===== config.mk =====
export PLATFORM = sky130hd
export DESIGN_NAME = bs_dev_endpoint
export DESIGN_NICKNAME = d
export VERILOG_FILES = /design/src/rtl/bs_dev_pkg.sv /design/src/rtl/bs_dev_fifo.sv /design/src/rtl/bs_dev_endpoint.sv
export SDC_FILE = /design/constraint.sdc
export NUM_CORES = 1
export LEC_CHECK = 0
export CORE_MARGIN = 2
export CORE_UTILIZATION = 45
export DETAILED_ROUTE_END_ITERATION = 12
export GPL_ROUTABILITY_DRIVEN = 0
export RECOVER_POWER = 100
export SKIP_LAST_GASP = 1
export SYNTH_ARGS = -nofsm -noshare
export SYNTH_HDL_FRONTEND = slang
export SYNTH_SLANG_ARGS = --single-unit

===== constraint.sdc =====
create_clock -name clk -period 6.1 [get_ports clk]
set_input_delay 1.22 -clock clk [delete_from_list [all_inputs] [get_ports clk]]
set_output_delay 1.22 -clock clk [all_outputs]
set_load 0.1 [all_outputs]

===== src/rtl/bs_dev_pkg.sv =====
// bs_dev_pkg: shared definitions for the bus device endpoint.
//   ADDR_W        width of the destination-address field at the top of a packet
//   BCAST_DEFAULT default broadcast address
//   get_addr()    extracts the destination address from a packet of given width
//   sat_inc8()    8-bit saturating increment used by the drop counters
package bs_dev_pkg;

   localparam int unsigned      ADDR_W        = 8;
   localparam logic [ADDR_W-1:0] BCAST_DEFAULT = 8'hFF;

   // Packets are zero-extended to this width before address extraction so a
   // single helper serves any packet width up to MAX_PKT_W.
   localparam int unsigned MAX_PKT_W = 64;
   typedef logic [MAX_PKT_W-1:0] pkt_max_t;

   // Outcome of a push presented by the bus in the current cycle.
   typedef enum logic [1:0] {
      RX_IDLE,
      RX_ACCEPT,
      RX_DROP_ADDR,
      RX_DROP_OVF
   } rx_verdict_e;

   function automatic logic [ADDR_W-1:0] get_addr(input pkt_max_t pkt,
                                                  input int unsigned pkt_w);
      pkt_max_t shifted;
      shifted = pkt >> (pkt_w - ADDR_W);
      return shifted[ADDR_W-1:0];
   endfunction

   function automatic logic [7:0] sat_inc8(input logic [7:0] cnt);
      return (cnt == 8'hFF) ? cnt : cnt + 8'd1;
   endfunction

endpackage


===== src/rtl/bs_dev_fifo.sv =====
// bs_dev_fifo: synchronous first-word-fall-through FIFO.
//   clk, reset (sync, active-low) -- reset empties the FIFO and clears storage
//   wr, din   -- enqueue; accepted when not full, or when full with rd
//   rd        -- dequeue; ignored while empty
//   dout      -- current head (valid while empty==0)
//   full, empty -- derived from the registered occupancy count
// DEPTH need not be a power of two; pointers wrap explicitly at DEPTH-1.
module bs_dev_fifo
   import bs_dev_pkg::*;
#(
   parameter int unsigned WIDTH = 16,
   parameter int unsigned DEPTH = 12
) (
   input  logic             clk,
   input  logic             reset,
   input  logic             wr,
   input  logic [WIDTH-1:0] din,
   input  logic             rd,
   output logic [WIDTH-1:0] dout,
   output logic             full,
   output logic             empty
);

   localparam int unsigned PTR_W = (DEPTH > 1) ? $clog2(DEPTH) : 1;
   localparam int unsigned CNT_W = $clog2(DEPTH + 1);

   logic [WIDTH-1:0] mem [DEPTH];
   logic [PTR_W-1:0] wr_ptr;
   logic [PTR_W-1:0] rd_ptr;
   logic [CNT_W-1:0] count;
   logic             do_wr;
   logic             do_rd;

   function automatic logic [PTR_W-1:0] ptr_next(input logic [PTR_W-1:0] p);
      return (p == PTR_W'(DEPTH - 1)) ? '0 : p + PTR_W'(1);
   endfunction

   assign full  = (count == CNT_W'(DEPTH));
   assign empty = (count == '0);
   assign dout  = mem[rd_ptr];

   // A write while full succeeds only if a read frees the head slot in the
   // same cycle; the write lands in the slot after the current tail.
   assign do_wr = wr && (!full || rd);
   assign do_rd = rd && !empty;

   always_ff @(posedge clk) begin
      if (!reset) begin
         mem    <= '{default: '0};
         wr_ptr <= '0;
         rd_ptr <= '0;
         count  <= '0;
      end else begin
         if (do_wr) begin
            mem[wr_ptr] <= din;
            wr_ptr      <= ptr_next(wr_ptr);
         end
         if (do_rd) begin
            rd_ptr <= ptr_next(rd_ptr);
         end
         case ({do_wr, do_rd})
            2'b10:   count <= count + CNT_W'(1);
            2'b01:   count <= count - CNT_W'(1);
            default: count <= count;
         endcase
      end
   end

endmodule


===== src/rtl/bs_dev_endpoint.sv =====
// bs_dev_endpoint: device-side endpoint of the bus FIFO protocol.
//   clk, reset (sync, active-low)
//   Bus side : pndng/pop/D_pop (TX head offered to the bus),
//              push/D_push (packets delivered by the bus)
//   Device   : tx_wr/tx_data/tx_full (TX enqueue),
//              rx_valid/rx_data/rx_rd (RX dequeue)
//   Status   : rx_drop_addr, rx_drop_ovf (8-bit saturating drop counters)
// Build option BS_DEV_PROMISC_EN adds input promisc, which lets every pushed
// packet through the address filter (overflow still applies).
module bs_dev_endpoint
   import bs_dev_pkg::*;
#(
   parameter int unsigned       tama_de_paquete = 16,
   parameter logic [ADDR_W-1:0] ID              = 8'h00,
   parameter int unsigned       tam_fifo        = 12,
   parameter logic [ADDR_W-1:0] broadcast       = BCAST_DEFAULT
) (
   input  logic                       clk,
   input  logic                       reset,
`ifdef BS_DEV_PROMISC_EN
   input  logic                       promisc,
`endif
   output logic                       pndng,
   input  logic                       pop,
   output logic [tama_de_paquete-1:0] D_pop,
   input  logic                       push,
   input  logic [tama_de_paquete-1:0] D_push,
   input  logic                       tx_wr,
   input  logic [tama_de_paquete-1:0] tx_data,
   output logic                       tx_full,
   output logic                       rx_valid,
   output logic [tama_de_paquete-1:0] rx_data,
   input  logic                       rx_rd,
   output logic [7:0]                 rx_drop_addr,
   output logic [7:0]                 rx_drop_ovf
);

   logic              tx_empty;
   logic              rx_empty;
   logic              rx_full;
   logic [ADDR_W-1:0] addr;
   logic              addr_ok;
   rx_verdict_e       verdict;

   bs_dev_fifo #(
      .WIDTH (tama_de_paquete),
      .DEPTH (tam_fifo)
   ) u_tx_fifo (
      .clk   (clk),
      .reset (reset),
      .wr    (tx_wr),
      .din   (tx_data),
      .rd    (pop),
      .dout  (D_pop),
      .full  (tx_full),
      .empty (tx_empty)
   );

   assign pndng = !tx_empty;

   assign addr = get_addr(pkt_max_t'(D_push), tama_de_paquete);

`ifdef BS_DEV_PROMISC_EN
   assign addr_ok = promisc || (addr == ID) || (addr == broadcast);
`else
   assign addr_ok = (addr == ID) || (addr == broadcast);
`endif

   // Address filtering takes precedence over overflow: a misaddressed packet
   // is counted only as an address drop even when the RX FIFO is full.
   always_comb begin
      verdict = RX_IDLE;
      if (push) begin
         if (!addr_ok) begin
            verdict = RX_DROP_ADDR;
         end else if (rx_full && !rx_rd) begin
            verdict = RX_DROP_OVF;
         end else begin
            verdict = RX_ACCEPT;
         end
      end
   end

   bs_dev_fifo #(
      .WIDTH (tama_de_paquete),
      .DEPTH (tam_fifo)
   ) u_rx_fifo (
      .clk   (clk),
      .reset (reset),
      .wr    (verdict == RX_ACCEPT),
      .din   (D_push),
      .rd    (rx_rd),
      .dout  (rx_data),
      .full  (rx_full),
      .empty (rx_empty)
   );

   assign rx_valid = !rx_empty;

   always_ff @(posedge clk) begin
      if (!reset) begin
         rx_drop_addr <= '0;
         rx_drop_ovf  <= '0;
      end else begin
         if (verdict == RX_DROP_ADDR) begin
            rx_drop_addr <= sat_inc8(rx_drop_addr);
         end
         if (verdict == RX_DROP_OVF) begin
            rx_drop_ovf <= sat_inc8(rx_drop_ovf);
         end
      end
   end

endmodule


==> results.json, run 1 <==
{
  "crit_start": "u_tx_fifo.rd_ptr[2]$_SDFFE_PN0P_",
  "syn_area_per_cell_um2": 9.193,
  "cp_max_fo": 19,
  "cp.arrival_ns": 3.80,
  "ys.warnings.count": 0,
  "dieArea_mm2": 0.04151,
  "cts_tree": "yes",
  "grt_max_degree": 161,
  "numCtsBuffers": 45,
  "slew_headroom": -1.224,
  "clockPowerShare": 0.442,
  "start_util": 0.4540,
  "fin_skew_ns": 0.01086,
  "worstPathRequired_ns": 4.88,
  "row_count": 73,
  "dr_total_vias": 14550,
  "top_level_ports": 89,
  "drt_pass1_iterations": 5,
  "synthesis.nets": 2011,
  "min-delay-path-class": "register to register",
  "synth_top_flop_cell": "dfxtp_1",
  "drt-vias-per-instance": 5.843,
  "power_mw": 6.405,
  "hold_viol_final": 0,
  "cap_viol_max_count": 19,
  "syn_inst": 1953,
  "clk_pin_slew_ns": 0.06,
  "crit_family": "buffers and inverters",
  "ir_drop_mv": 0.2574,
  "p_int_mw": 4.714,
  "core_mm2": 0.03955,
  "drt_iter0_markers": 1104,
  "cp.depth": 5,
  "p_sw_mw": 1.690,
  "reg2reg_from": "u_rx_fifo.wr_ptr[0]$_SDFFE_PN0P_",
  "clock-root-buffer": "clkbuf_16",
  "r2r_slack_ns": 2.18,
  "drtAntennaViolNets": 0,
  "routed_wl_um": 48710,
  "postCtsHoldBufs": 0,
  "cts_resized": 0,
  "cts.path.max_buffers": 3,
  "seqPwrFrac": 0.457,
  "rsz0062_at_grt": "no",
  "cp-start-kind": "register",
  "nets": 1989,
  "cpMaxStageDelayCell": "dlygate4sd3_1",
  "tightestPinTransition_ns": 3.335,
  "setup-tns-final_ns": 0,
  "cp-endpoint": "D_pop[4]",
  "grt_pass1_wl_um": 77510,
  "post_cts_buffers": 0,
  "powerDensity_mw_per_mm2": 312.7,
  "synth.distinct_cells": 49,
  "antenna_found_initial": 0,
  "layout_min_cycle_time_ns": 5.019,
  "yosysSeqAreaShare": 0.4728,
  "outcome": "complete, but fails checks",
  "critPathBufInv": 3,
  "grt_pass1_vias": 13660,
  "path_cells": "inv_2 -> buf_4 -> nand2_1 -> o22ai_1 -> dlygate4sd3_1",
  "finalSetupViolations": 0,
  "ys_ff_latch": 424,
  "syn2layout_area_growth_pct": 14.09,
  "violations": "capacitance limit, slew limit",
  "hpwlAfterDp_um": 28410,
  "p_leak_nw": 6.980,
  "p_sw_frac": 0.2639,
  "async_flop_share": 0,
  "setup_slack_ns": 1.081,
  "fin_crit_sh": 0.8228,
  "reg2reg_depth": 6,
  "slew_violations": 695,
  "endpoint_kind": "primary output",
  "syn_area_mm2": 0.01795,
  "h-tree-depth": 2,
  "max_stage_delay_ns": 1.27,
  "synth_edf_count": 0,
  "track_usage": 0.2355,
  "fmax_ghz": 0.1992,
  "reg2reg_to": "u_rx_fifo.mem[57]$_SDFFE_PN0P_",
  "n_antenna_cell": 0,
  "die_h_um": 203.7,
  "grt-ovfl-total": 0,
  "die_x_um": 203.7,
  "clock_sinks": 424,
  "drc": 0,
  "worstSetupPathType": "register to primary output",
  "wl_per_cell_um": 19.55,
  "preCtsSetupSlack_ns": 1.664,
  "drive_above_1_share": 0.1058,
  "clk_latency_ns": 0.58,
  "io_buffers": 88,
  "pwr-share-comb": 0.101
}
## worst register-to-register path, stage by stage, from the launching register on
cell	delay [ns]
dfxtp_1	0.36
inv_1	0.12
ha_1	0.17
nand2_1	0.42
a2111oi_1	1.86
nand2_1	0.63
a21oi_1	0.28
## layout by cell type, fill, tap and decap left out, types with 3 or more instances in the layout
cell type,n
a2111oi_4,3
a21oi_1,224
and2_1,6
and3_1,6
buf_4,14
bufinv_16,4
clkbuf_1,19
clkbuf_16,47
clkbuf_8,9
clkdlybuf4s50_1,34
clkinv_2,11
dfxtp_1,420
dlygate4sd3_1,53
ha_1,18
inv_1,50
mux2i_1,33
mux4_2,96
nand2_1,235
nand3_1,286
nand4_1,4
nor2_1,29
nor2b_1,3
nor3_1,5
o2111ai_1,5
o2111ai_2,6
o211ai_1,3
o21ai_0,237
o22ai_1,32
o31ai_1,5
or3_1,6
or4_1,8
xnor2_1,3
xor2_1,6
## power groups by stage
stage / Sequential, mW / Clock [mW] / Combinational, mW
2_1_floorplan: 2.90 / 0 / 0.564
3_3_place_gp: 2.99 / 0 / 0.655
3_5_place_dp: 2.99 / 0 / 0.663
4_1_cts: 2.93 / 2.89 / 0.664
5_1_grt: 2.94 / 2.99 / 0.686
6_report: 2.93 / 2.83 / 0.646
## sequential cells by signal (all words and copies together), names as in the netlist
signal / flops
u_tx_fifo.rd_ptr: 4
rx_drop_ovf: 8
u_rx_fifo.count: 4
u_rx_fifo.rd_ptr: 4
rx_drop_addr: 8
u_tx_fifo.wr_ptr: 4
u_rx_fifo.wr_ptr: 4
u_tx_fifo.count: 4
u_tx_fifo.mem: 192
u_rx_fifo.mem: 192
## per-stage QoR
step                      utilization  cells  hold WS, ns  area, µm²
final                          0.5179   2491       0.4471      20480
after global placement         0.4827   2409       0.4356      19090
after CTS                      0.5215   2491       0.4488      20630
after global routing           0.5179   2491       0.4674      20480
after detailed placement       0.4827   2409       0.4418      19090
after floorplan                     -   1953       0.4287      17950
## layer usage
layer	GRT usage	part of all wire	wire length (µm)	up-vias
li1	-	-	-	6972
met3	0.03547	0.066	3238	65
met5	0	0	0	-
met4	0.06517	0.020	980	0
met2	0.3698	0.46	22230	428
met1	0.3375	0.46	22260	7089
## synthesized netlist by cell type, drive strengths merged, types with 2 or more instances
| library cell | count | area [µm²] |
|---|---|---|
| o22ai | 32 | 200.2 |
| a311oi | 2 | 17.52 |
| inv | 53 | 198.9 |
| clkbuf | 150 | 563.0 |
| o211ai | 3 | 27.52 |
| nor4 | 3 | 46.29 |
| a21o | 2 | 15.01 |
| o2111a | 2 | 22.52 |
| o41ai | 2 | 17.52 |
| mux2i | 33 | 330.3 |
| and2 | 7 | 43.79 |
| o2111ai | 11 | 96.34 |
| a31oi | 2 | 12.51 |
| or4 | 8 | 60.06 |
| xor2 | 6 | 52.55 |
| a2111oi | 4 | 110.1 |
| nand2 | 236 | 888.4 |
| nand4 | 4 | 25.02 |
| nand3 | 286 | 1431 |
| nor2 | 29 | 108.9 |
| xnor2 | 3 | 26.28 |
| and3 | 6 | 37.54 |
| ha | 18 | 225.2 |
| a21oi | 224 | 1121 |
| or3 | 6 | 37.54 |
| nor3 | 5 | 25.02 |
| o31ai | 5 | 37.54 |
| a211o | 2 | 17.52 |
| o21ai | 237 | 1186 |
| fa | 2 | 40.04 |
| or2 | 2 | 12.52 |
| nor2b | 3 | 18.77 |
| dfxtp | 424 | 8488 |
| o311ai | 2 | 17.52 |
| buf | 36 | 168.9 |
| mux4 | 96 | 2162 |
## how the worst min path moves through the flow
stage | startpoint | end | cells past startpoint
after detailed placement | u_rx_fifo.mem[21]$_SDFFE_PN0P_ | u_rx_fifo.mem[21]$_SDFFE_PN0P_ | 2
final | u_rx_fifo.mem[21]$_SDFFE_PN0P_ | u_rx_fifo.mem[21]$_SDFFE_PN0P_ | 2
after floorplan | u_rx_fifo.mem[16]$_SDFFE_PN0P_ | u_rx_fifo.mem[16]$_SDFFE_PN0P_ | 2
after global placement | u_rx_fifo.mem[50]$_SDFFE_PN0P_ | u_rx_fifo.mem[50]$_SDFFE_PN0P_ | 2
after CTS | u_rx_fifo.mem[66]$_SDFFE_PN0P_ | u_rx_fifo.mem[66]$_SDFFE_PN0P_ | 2
after global routing | u_rx_fifo.mem[10]$_SDFFE_PN0P_ | u_rx_fifo.mem[10]$_SDFFE_PN0P_ | 2
## final cells by class
| cell class | instances | area [µm²] |
|---|---|---|
| Clock buffer | 63 | 1326 |
| Inverter | 53 | 203.9 |
| Multi-Input combinational cell | 1290 | 8528 |
| Clock inverter | 19 | 207.7 |
| Sequential cell | 424 | 8498 |
| Fill cell | 3635 | 19070 |
| Tap cell | 525 | 656.9 |
| Timing Repair Buffer | 117 | 1062 |
## cells by family (layout without fill, tap and decap cells)
kind of cell / Yosys count / in the layout / synth area share
xor+xnor: 9 / 9 / 0.004391
mux: 129 / 129 / 0.1388
simple gates: 597 / 597 / 0.1532
buf+inv: 239 / 252 / 0.05185
fa+ha+maj: 20 / 20 / 0.01477
flops: 424 / 424 / 0.4728
compound gates: 535 / 535 / 0.1642
Power figures use the tool's default switching activity.
==> run 2, diff against run 1 <==
==> constraint.sdc (replaced) <==
create_clock -name clk -period 5.1 [get_ports clk]
set_input_delay 1.02 -clock clk [delete_from_list [all_inputs] [get_ports clk]]
set_output_delay 1.02 -clock clk [all_outputs]
set_load 0.1 [all_outputs]
==> results.json, run 2 (synthesized netlist as in run 1, its figures left out) <==
{
  "outcome": "complete, but fails checks",
  "violations": "capacitance limit, slew limit",
  "die_x_um": 203.7,
  "reg2reg_to": "u_rx_fifo.count[3]$_SDFFE_PN0P_",
  "post_cts_buffers": 0,
  "start_util": 0.4540,
  "top_level_ports": 89,
  "grt_pass1_wl_um": 79480,
  "drtAntennaViolNets": 0,
  "cp.arrival_ns": 3.46,
  "seqPwrFrac": 0.457,
  "die_h_um": 203.7,
  "drive_above_1_share": 0.1164,
  "min_to": "u_rx_fifo.mem[52]$_SDFFE_PN0P_",
  "layout_commonest_cell": "dfxtp_1",
  "routed_wl_um": 50380,
  "final_util": 0.5182,
  "drt-vias-per-instance": 5.857,
  "clk_latency_ns": 0.59,
  "placedInstanceArea_mm2": 0.01909,
  "wl_per_cell_um": 20.08,
  "setup-tns-final_ns": 0,
  "worstPathRequired_ns": 4.08,
  "io_buffers": 88,
  "final-instance-count-excl-fill": 2509,
  "cts_resized": 0,
  "antenna_found_initial": 0,
  "cp_max_fo": 22,
  "h-tree-depth": 2,
  "slew_headroom": -0.4584,
  "cap_viol_max_count": 13,
  "n_antenna_cell": 0,
  "powerDensity_mw_per_mm2": 374.0,
  "final_area_mm2": 0.02049,
  "pwr-share-comb": 0.098,
  "drt_pass1_iterations": 5,
  "cp-start-kind": "register",
  "track_usage": 0.2435,
  "drc": 0,
  "cts.path.max_buffers": 3,
  "clock_sinks": 424,
  "fin_crit_sh": 0.8793,
  "clock-root-buffer": "clkbuf_16",
  "core_mm2": 0.03955,
  "p_sw_frac": 0.2656,
  "tightestPinTransition_ns": 2.188,
  "post-place-cells": 2427,
  "hpwlAfterDp_um": 29560,
  "p_sw_mw": 2.036,
  "slew_violations": 516,
  "row_count": 73,
  "drt_iter0_markers": 1160,
  "hold_viol_final": 0,
  "numCtsBuffers": 46,
  "dieArea_mm2": 0.04151,
  "grt_max_degree": 120,
  "cts_tree": "yes",
  "final_cell_mix": "420 x dfxtp_1, 286 x nand3_1, 237 x o21ai_0",
  "grt_pass1_vias": 13850,
  "p_int_mw": 5.629,
  "fill_cells": 3653,
  "nets": 2008,
  "min_path_cells": 2,
  "layout_min_cycle_time_ns": 4.485,
  "postCtsHoldBufs": 0,
  "fmax_ghz": 0.2230,
  "min-delay-start": "u_rx_fifo.mem[52]$_SDFFE_PN0P_",
  "reg_top3": "u_rx_fifo.mem: 192 flops, u_tx_fifo.mem: 192 flops",
  "rsz0062_at_grt": "no",
  "reg2reg_from": "u_rx_fifo.count[2]$_SDFFE_PN0P_",
  "finalSetupViolations": 0,
  "worstSetupPathType": "register to primary output",
  "reg2reg_depth": 10,
  "dr_total_vias": 14700,
  "fin_skew_ns": 0.01259,
  "endpoint_kind": "primary output",
  "p_leak_nw": 6.926,
  "syn2layout_area_growth_pct": 14.15,
  "power_mw": 7.665,
  "grt-ovfl-total": 0,
  "min-delay-path-class": "register to register",
  "clk_pin_slew_ns": 0.06,
  "r2r_slack_ns": 1.97,
  "ir_drop_mv": 0.2923,
  "clockPowerShare": 0.444
}
-- run 2: area by class of cell --
type	instances	area, µm²	share of cell area
Clock buffer	72	1379	0.06728
Inverter	53	202.7	0.009890
Sequential cell	424	8498	0.4147
Tap cell	525	656.9	0.03205
Multi-Input combinational cell	1290	8566	0.4179
Clock inverter	10	175.2	0.008547
Timing Repair Buffer	135	1017	0.04963
-- run 2: power by group through the flow --
stage          clock network, mW  logic [mW]  registers [mW]
5_1_grt                     3.60       0.806            3.53
3_5_place_dp                   0       0.780            3.58
4_1_cts                     3.47       0.782            3.51
3_3_place_gp                   0       0.769            3.58
6_report                    3.41       0.755            3.50
2_1_floorplan                  0       0.675            3.47
-- run 2: metrics by stage --
stage                     worst slack (ns)  hold WS, ns
final                               0.6154       0.4487
after global routing                0.4441       0.4662
after CTS                           0.9489       0.4506
after detailed placement            0.9403       0.4419
after global placement              0.8913       0.4352
after floorplan                     0.9220       0.4287
-- run 2: metal layers --
metal | routed length [µm] | up-vias | GRT usage
li1 | - | 6996 | -
met1 | 22850 | 7164 | 0.3414
met2 | 22920 | 460 | 0.3819
met3 | 3513 | 76 | 0.04059
met4 | 1100 | 0 | 0.08212
met5 | 0 | - | 0
-- run 2: how the worst max path moves through the flow --
stage / cells past startpoint / slack, ns / to / start
finish: 4 / 0.62 / D_pop[5] / u_tx_fifo.rd_ptr[3]$_SDFFE_PN0P_
detailed placement: 10 / 0.94 / u_rx_fifo.count[3]$_SDFFE_PN0P_ / rx_rd
floorplan: 6 / 0.92 / D_pop[10] / u_tx_fifo.rd_ptr[0]$_SDFFE_PN0P_
CTS: 5 / 0.95 / rx_data[12] / u_rx_fifo.rd_ptr[0]$_SDFFE_PN0P_
global route: 5 / 0.44 / rx_data[12] / u_rx_fifo.rd_ptr[0]$_SDFFE_PN0P_
global placement: 10 / 0.89 / u_rx_fifo.count[3]$_SDFFE_PN0P_ / rx_rd
-- run 2: worst max-delay path, cell delays in order, from the launching register on --
cell	delay, ns
dfxtp_1	0.30
buf_4	0.32
nand2_1	0.69
o22ai_1	0.64
clkbuf_1	0.92
